===== src/rtl/instruction_loader_pkg.sv =====
// Shared types and default widths for the switch-programmed instruction memory.
package instruction_loader_pkg;

  localparam int unsigned ADDR_W_DEF = 8;
  localparam int unsigned DATA_W_DEF = 8;

  typedef enum logic [1:0] {
    IDLE = 2'd0,
    LOAD = 2'd1,
    RUN  = 2'd2
  } loader_state_t;

endpackage


===== src/rtl/instruction_loader_input_sync_debounce.sv =====
// Synchroniser chain, stability debouncer and rising-edge detector for a
// mechanical push-button; rise_o is a single-cycle pulse per accepted press.
module input_sync_debounce #(
  parameter int unsigned SYNC_STAGES = 2,
  parameter int unsigned DEBOUNCE    = 4
) (
  input  logic clk,
  input  logic rst_n,
  input  logic din,
  output logic rise_o
);

  localparam int unsigned CNT_W = $clog2(DEBOUNCE + 1);

  logic [SYNC_STAGES-1:0] sync_q, sync_d;
  logic [CNT_W-1:0]       cnt_q, cnt_d;
  logic                   level_q, level_d;
  logic                   prev_q, prev_d;
  logic                   sync_out_s;

  assign sync_out_s = sync_q[SYNC_STAGES-1];

  // Accept a new level only after the synced input has differed from the
  // accepted level for DEBOUNCE consecutive samples; any bounce restarts it.
  always_comb begin
    sync_d  = {sync_q[SYNC_STAGES-2:0], din};
    level_d = level_q;
    cnt_d   = cnt_q;
    prev_d  = level_q;
    if (sync_out_s == level_q) begin
      cnt_d = '0;
    end else if (cnt_q == CNT_W'(DEBOUNCE - 1)) begin
      level_d = sync_out_s;
      cnt_d   = '0;
    end else begin
      cnt_d = cnt_q + CNT_W'(1);
    end
  end

  always_ff @(posedge clk or negedge rst_n) begin
    if (!rst_n) begin
      sync_q  <= '0;
      cnt_q   <= '0;
      level_q <= 1'b0;
      prev_q  <= 1'b0;
    end else begin
      sync_q  <= sync_d;
      cnt_q   <= cnt_d;
      level_q <= level_d;
      prev_q  <= prev_d;
    end
  end

  assign rise_o = level_q & ~prev_q;

endmodule


===== src/rtl/instruction_loader.sv =====
// Instruction memory loaded from board switches and a push-button; holds the
// CPU in clear while loading and serves instructions combinationally in RUN.
module instruction_loader
  import instruction_loader_pkg::*;
#(
  parameter int unsigned       ADDR_W      = ADDR_W_DEF,
  parameter int unsigned       DATA_W      = DATA_W_DEF,
  parameter int unsigned       SYNC_STAGES = 2,
  parameter int unsigned       DEBOUNCE    = 4,
  parameter logic [DATA_W-1:0] FILL        = '0
) (
  input  logic              clock,
  input  logic              clear,
  input  logic              load_mode,
  input  logic              write_strobe,
  input  logic [DATA_W-1:0] data_in,
  input  logic [ADDR_W-1:0] read_address,
  output logic [DATA_W-1:0] instruction,
  output logic              cpu_clear,
  output logic [ADDR_W:0]   load_count,
  output logic              full,
  output logic              overflow
);

  localparam int unsigned DEPTH = 1 << ADDR_W;

  loader_state_t          state_q, state_d;
  logic [ADDR_W-1:0]      ptr_q, ptr_d;
  logic [ADDR_W:0]        count_q, count_d;
  logic                   ovf_q, ovf_d;
  logic                   cpu_clear_q, cpu_clear_d;
  logic [SYNC_STAGES-1:0] lm_sync_q, lm_sync_d;
  logic                   lm_sync_s;
  logic                   wr_pulse_s;
  logic                   mem_we_s;
  logic                   full_s;
  logic [DATA_W-1:0]      mem_q [DEPTH];

  input_sync_debounce #(
    .SYNC_STAGES (SYNC_STAGES),
    .DEBOUNCE    (DEBOUNCE)
  ) u_strobe (
    .clk    (clock),
    .rst_n  (clear),
    .din    (write_strobe),
    .rise_o (wr_pulse_s)
  );

  assign lm_sync_d = {lm_sync_q[SYNC_STAGES-2:0], load_mode};
  assign lm_sync_s = lm_sync_q[SYNC_STAGES-1];
  assign full_s    = count_q[ADDR_W];

  // Next-state and load bookkeeping; a write taken in the same cycle the
  // switch drops still lands before the move to RUN.
  always_comb begin
    state_d  = state_q;
    ptr_d    = ptr_q;
    count_d  = count_q;
    ovf_d    = ovf_q;
    mem_we_s = 1'b0;
    case (state_q)
      IDLE: begin
        if (lm_sync_s) begin
          state_d = LOAD;
          ptr_d   = '0;
          count_d = '0;
          ovf_d   = 1'b0;
        end else begin
          state_d = RUN;
        end
      end
      LOAD: begin
        if (wr_pulse_s && !full_s) begin
          mem_we_s = 1'b1;
          ptr_d    = ptr_q + ADDR_W'(1);
          count_d  = count_q + (ADDR_W + 1)'(1);
        end else if (wr_pulse_s) begin
          ovf_d = 1'b1;
        end else begin
          ovf_d = ovf_q;
        end
        if (!lm_sync_s) begin
          state_d = RUN;
        end else begin
          state_d = LOAD;
        end
      end
      RUN: begin
        if (lm_sync_s) begin
          state_d = LOAD;
          ptr_d   = '0;
          count_d = '0;
          ovf_d   = 1'b0;
        end else begin
          state_d = RUN;
        end
      end
      default: begin
        state_d = IDLE;
      end
    endcase
    cpu_clear_d = (state_d == RUN);
  end

  always_ff @(posedge clock or negedge clear) begin
    if (!clear) begin
      state_q     <= IDLE;
      ptr_q       <= '0;
      count_q     <= '0;
      ovf_q       <= 1'b0;
      cpu_clear_q <= 1'b0;
      lm_sync_q   <= '0;
    end else begin
      state_q     <= state_d;
      ptr_q       <= ptr_d;
      count_q     <= count_d;
      ovf_q       <= ovf_d;
      cpu_clear_q <= cpu_clear_d;
      lm_sync_q   <= lm_sync_d;
    end
  end

  // Program storage is deliberately not reset so a reset keeps loaded words.
  always_ff @(posedge clock) begin
    if (mem_we_s) begin
      mem_q[ptr_q] <= data_in;
    end
  end

  always_comb begin
    if (state_q == RUN) begin
      instruction = mem_q[read_address];
    end else begin
      instruction = FILL;
    end
  end

  assign cpu_clear  = cpu_clear_q;
  assign load_count = count_q;
  assign full       = full_s;
  assign overflow   = ovf_q;

endmodule

===== config.mk =====
export PLATFORM = sky130hd
export DESIGN_NAME = instruction_loader
export DESIGN_NICKNAME = d
export VERILOG_FILES = /design/src/rtl/instruction_loader_pkg.sv /design/src/rtl/instruction_loader_input_sync_debounce.sv /design/src/rtl/instruction_loader.sv
export SDC_FILE = /design/constraint.sdc
export NUM_CORES = 2
export LEC_CHECK = 0
export CAP_MARGIN = 10
export CORE_ASPECT_RATIO = 0.8
export CORE_MARGIN = 2
export CORE_UTILIZATION = 59
export CTS_BUF_LIST = sky130_fd_sc_hd__clkbuf_2
export CTS_CLUSTER_DIAMETER = 40
export DETAILED_ROUTE_END_ITERATION = 10
export GPL_TIMING_DRIVEN = 1
export MAX_ROUTING_LAYER = met4
export PLACE_DENSITY = 0.79
export REMOVE_ABC_BUFFERS = 1
export SYNTH_ARGS = -nofsm -noshare
export SYNTH_HDL_FRONTEND = slang
export SYNTH_SLANG_ARGS = --single-unit
export TNS_END_PERCENT = 50

===== constraint.sdc =====
create_clock -name clock -period 2.8 [get_ports clock]
set_clock_uncertainty 0.15 [all_clocks]
set_input_delay 0.56 -clock clock [delete_from_list [all_inputs] [get_ports clock]]
set_output_delay 0.56 -clock clock [all_outputs]
set_load 0.01 [all_outputs]

==> results.sh <==
export IMPL_outcome="finished with violations"
export IMPL_violations="setup timing"
export IMPL_die_area_um2=141000
export IMPL_grt_use_total_pct=33.6
export IMPL_worstHoldPathType="input pin to flip-flop"
export IMPL_endpoint="instruction[6]"
export IMPL_viasPerCell=6.52
export IMPL_start_kind="flip-flop"
export IMPL_crit_buf_inv=2
export IMPL_clkSlewWorstSetupHoldPaths_ps=130
export IMPL_ys_ff_latch=2077
export IMPL_rr_startpoint="cpu_clear"
export IMPL_drive_gt1_share_pct=41.1
export IMPL_cts_path_max_buffers=4
export IMPL_crit_fanout=1
export IMPL_first_global_vias=47200
export IMPL_ys_warnings_count=0
export IMPL_clk_latency_ps=1860
export IMPL_start_util_pct=59.7
export IMPL_synth_edf_count=2048
export IMPL_syn_area_um2=81500
export IMPL_max_freq_mhz=203
export IMPL_final_common_cell="edfxtp_1"
export IMPL_routed_wirelength_um=231000
export IMPL_r2r_cells=11
export IMPL_numCtsBuffers=469
export IMPL_post_drt_wl_per_cell_um=31.1
export IMPL_tightest_slew_ps=1270
export IMPL_power_density_nw_per_um2=588
export IMPL_fin_cells=7432
export IMPL_rows=121
export IMPL_worstPathRequired_ps=2090
export IMPL_grt_pass1_wl_um=325000
export IMPL_grt_start_max_net_pins=93
export IMPL_area_growth_pct=18.4
export IMPL_rsz0062_at_grt="yes"
export IMPL_first_pass_iters=6
export IMPL_globalplace_congestion=0.976
export IMPL_path_delay_family="simple AND/OR/NAND/NOR gates"
export IMPL_cts_tree="done"
export IMPL_synthArstFlopShare_pct=1.40
export IMPL_period_needed_ps=4930
export IMPL_reg2reg_slack_ps=-110
export IMPL_synth_cell_types=70
export IMPL_cap_violations=0
export IMPL_worstSetupStartpoint="mem_q[92][6]"
export IMPL_drt_iter0_drc=7741
export IMPL_portBuffers=39
export IMPL_die_h_um=337
export IMPL_period_share_pct=176
export IMPL_min_path_cells=4
export IMPL_postSynthCellCount=4018
export IMPL_die_w_um=420
export IMPL_crit_type="flip-flop to output pin"
export IMPL_cts_sinks=2077
export IMPL_rr_endpoint="mem_q[158][3]"
export IMPL_cp_cell_sequence="mux4_2, nand2b_1, o22ai_4, nor4_4, buf_4, nand4b_1, o31ai_4, buf_2"
export IMPL_p_leak_nw=33.0
export IMPL_dpl_worst_slack_ps=-2150
export IMPL_vias=48500
export IMPL_layout_common_cells="2048 x edfxtp_1, 737 x buf_4, 706 x clkbuf_2"
export IMPL_core_area_um2=137000
export IMPL_postSynthAreaPerCell_um2=20.3
export IMPL_place_hpwl_um=150000
export IMPL_drc_errors=0
export IMPL_cpMaxStageDelayCell="nor4_4"
export IMPL_crit_arrival_ps=4220
export IMPL_ys_flop_type="edfxtp_1"
export IMPL_drtAntennaViolNets=0
export IMPL_slew_violations=0
export IMPL_dp_cells=6547
export IMPL_crit_cells=8
export IMPL_fin_nets=5258
export IMPL_setup_slack_ps=-2130
export IMPL_endpoint_kind="output pin"
export IMPL_cts_root_buf="clkbuf_2"
export IMPL_cts_max_level=5
export IMPL_maxSlewHeadroom_pct=15.0
export IMPL_hold_violations=0
export IMPL_fin_setup_tns_ps=-24890
export IMPL_slowest_delay_ps=510
export IMPL_antenna_found_initial=12
export IMPL_ir_drop_uv=502
export IMPL_grt_ovfl_total=0
export IMPL_ios=40
export IMPL_yosysSeqAreaShare_pct=76.3
export IMPL_setup_violations=201
## how the worst min path moves through the flow
stage / startpoint / endpoint / slack, ps
6_report: data_in[1] / mem_q[141][1] / 180
3_5_place_dp: lm_sync_q[0] / lm_sync_q[1] / 200
4_1_cts: data_in[1] / mem_q[138][1] / 10
5_1_grt: data_in[1] / mem_q[142][1] / 100
2_1_floorplan: clear / cpu_clear / 110
3_3_place_gp: u_strobe.sync_q[0] / u_strobe.sync_q[1] / 190
## repair_timing
item / in CTS / in global routing
setup endpoints to repair: 695 / 445
gates cloned: 0 / 5
hold buffers: 37 / 0
pin swaps: 32 / 31
gates resized for setup: 183 / 244
setup buffers: 15 / 11
hold endpoints to repair: 2079 / 0
## synthesized netlist by cell type (9+ instances only)
cell	n	area, um^2
a31oi_1	14	87.6
a21oi_1	57	285
mux2_2	41	462
nor3_1	56	280
mux2i_1	203	2030
nand4_1	25	156
and2_1	13	81.3
mux4_1	16	420
a22oi_1	51	383
o21ai_0	39	195
buf_2	55	275
a221oi_1	19	166
buf_6	23	259
nor3b_1	10	75.1
o31ai_1	10	75.1
or3_1	16	100
buf_4	23	173
a211oi_1	24	180
nand3_1	30	150
buf_8	19	285
nor4_1	25	156
clkbuf_1	102	383
buf_12	15	300
nand2b_1	10	62.6
dfrtp_1	29	726
xor2_1	9	78.8
o221ai_1	71	622
nor2_1	309	1160
buf_1	10	37.5
mux4_2	386	8690
edfxtp_1	2048	61500
o22ai_1	65	407
nand2_1	73	274
## power breakdown
part / total, mW / switching [mW] / internal, mW
Sequential: 34.2 / 0.0569 / 34.1
Clock: 18.3 / 11.6 / 6.72
Combinational: 4.32 / 2.65 / 1.67
Total: 56.8 / 14.3 / 42.5
## logic make-up (layout without fill, tap and decap cells)
kind of cell    after synthesis  in the layout  synth area share, %
flops                      2077           2077                 76.3
fa+ha+maj                     6              6               0.0921
compound gates              409            409                 3.60
xor+xnor                     11             11                0.118
mux                         646            646                 14.2
other cells                   0             14                    0
simple gates                610            610                 3.46
buf+inv                     259           1814                 2.19
## worst register-to-register path, delay by kind of cell, from the launching register on
kind,cells,cell delay (ps)
AND/OR/NAND/NOR,5,1040
flip-flops,1,410
buffers and inverters,6,940
## routing by layer
metal / GRT usage (%) / wire [um] / up-vias / share of wire, %
li1: - / - / 19500 / -
met1: 46.4 / 82800 / 24300 / 36
met2: 47.7 / 104000 / 4190 / 45
met3: 11.0 / 36500 / 575 / 16
met4: 11.2 / 7850 / 0 / 3.4
met5: - / 0 / - / 0
## state kept, by name, summed over array words and instances (netlist names)
| name | count |
|---|---|
| u_strobe.cnt_q | 3 |
| ptr_q | 8 |
| u_strobe.level_q | 1 |
| load_count | 9 |
| u_strobe.sync_q | 2 |
| overflow | 1 |
| cpu_clear | 1 |
| lm_sync_q | 2 |
| mem_q | 2048 |
| u_strobe.prev_q | 1 |
| state_q | 1 |
## area by class of cell
cell class / count / area, um^2
clock buffer: 706 / 3530
fill: 8153 / 40000
tap: 1845 / 2310
multi-input combinational: 1682 / 18600
clock inverter: 106 / 447
antenna: 14 / 35.0
timing repair buffer: 996 / 9370
inverter: 6 / 25.0
sequential: 2077 / 62200
## stage by stage
stage	hold slack [ps]	power, mW	util [%]	instance area (um^2)
after global routing	96.1	58.6	70.7	96500
after global placement	186	38.7	66.2	90400
final	183	56.8	70.7	96500
after floorplan	114	36.1	-	79800
after detailed placement	197	38.8	66.2	90400
after CTS	14.7	56.7	69.8	95300
Power figures use the tool's default switching activity.
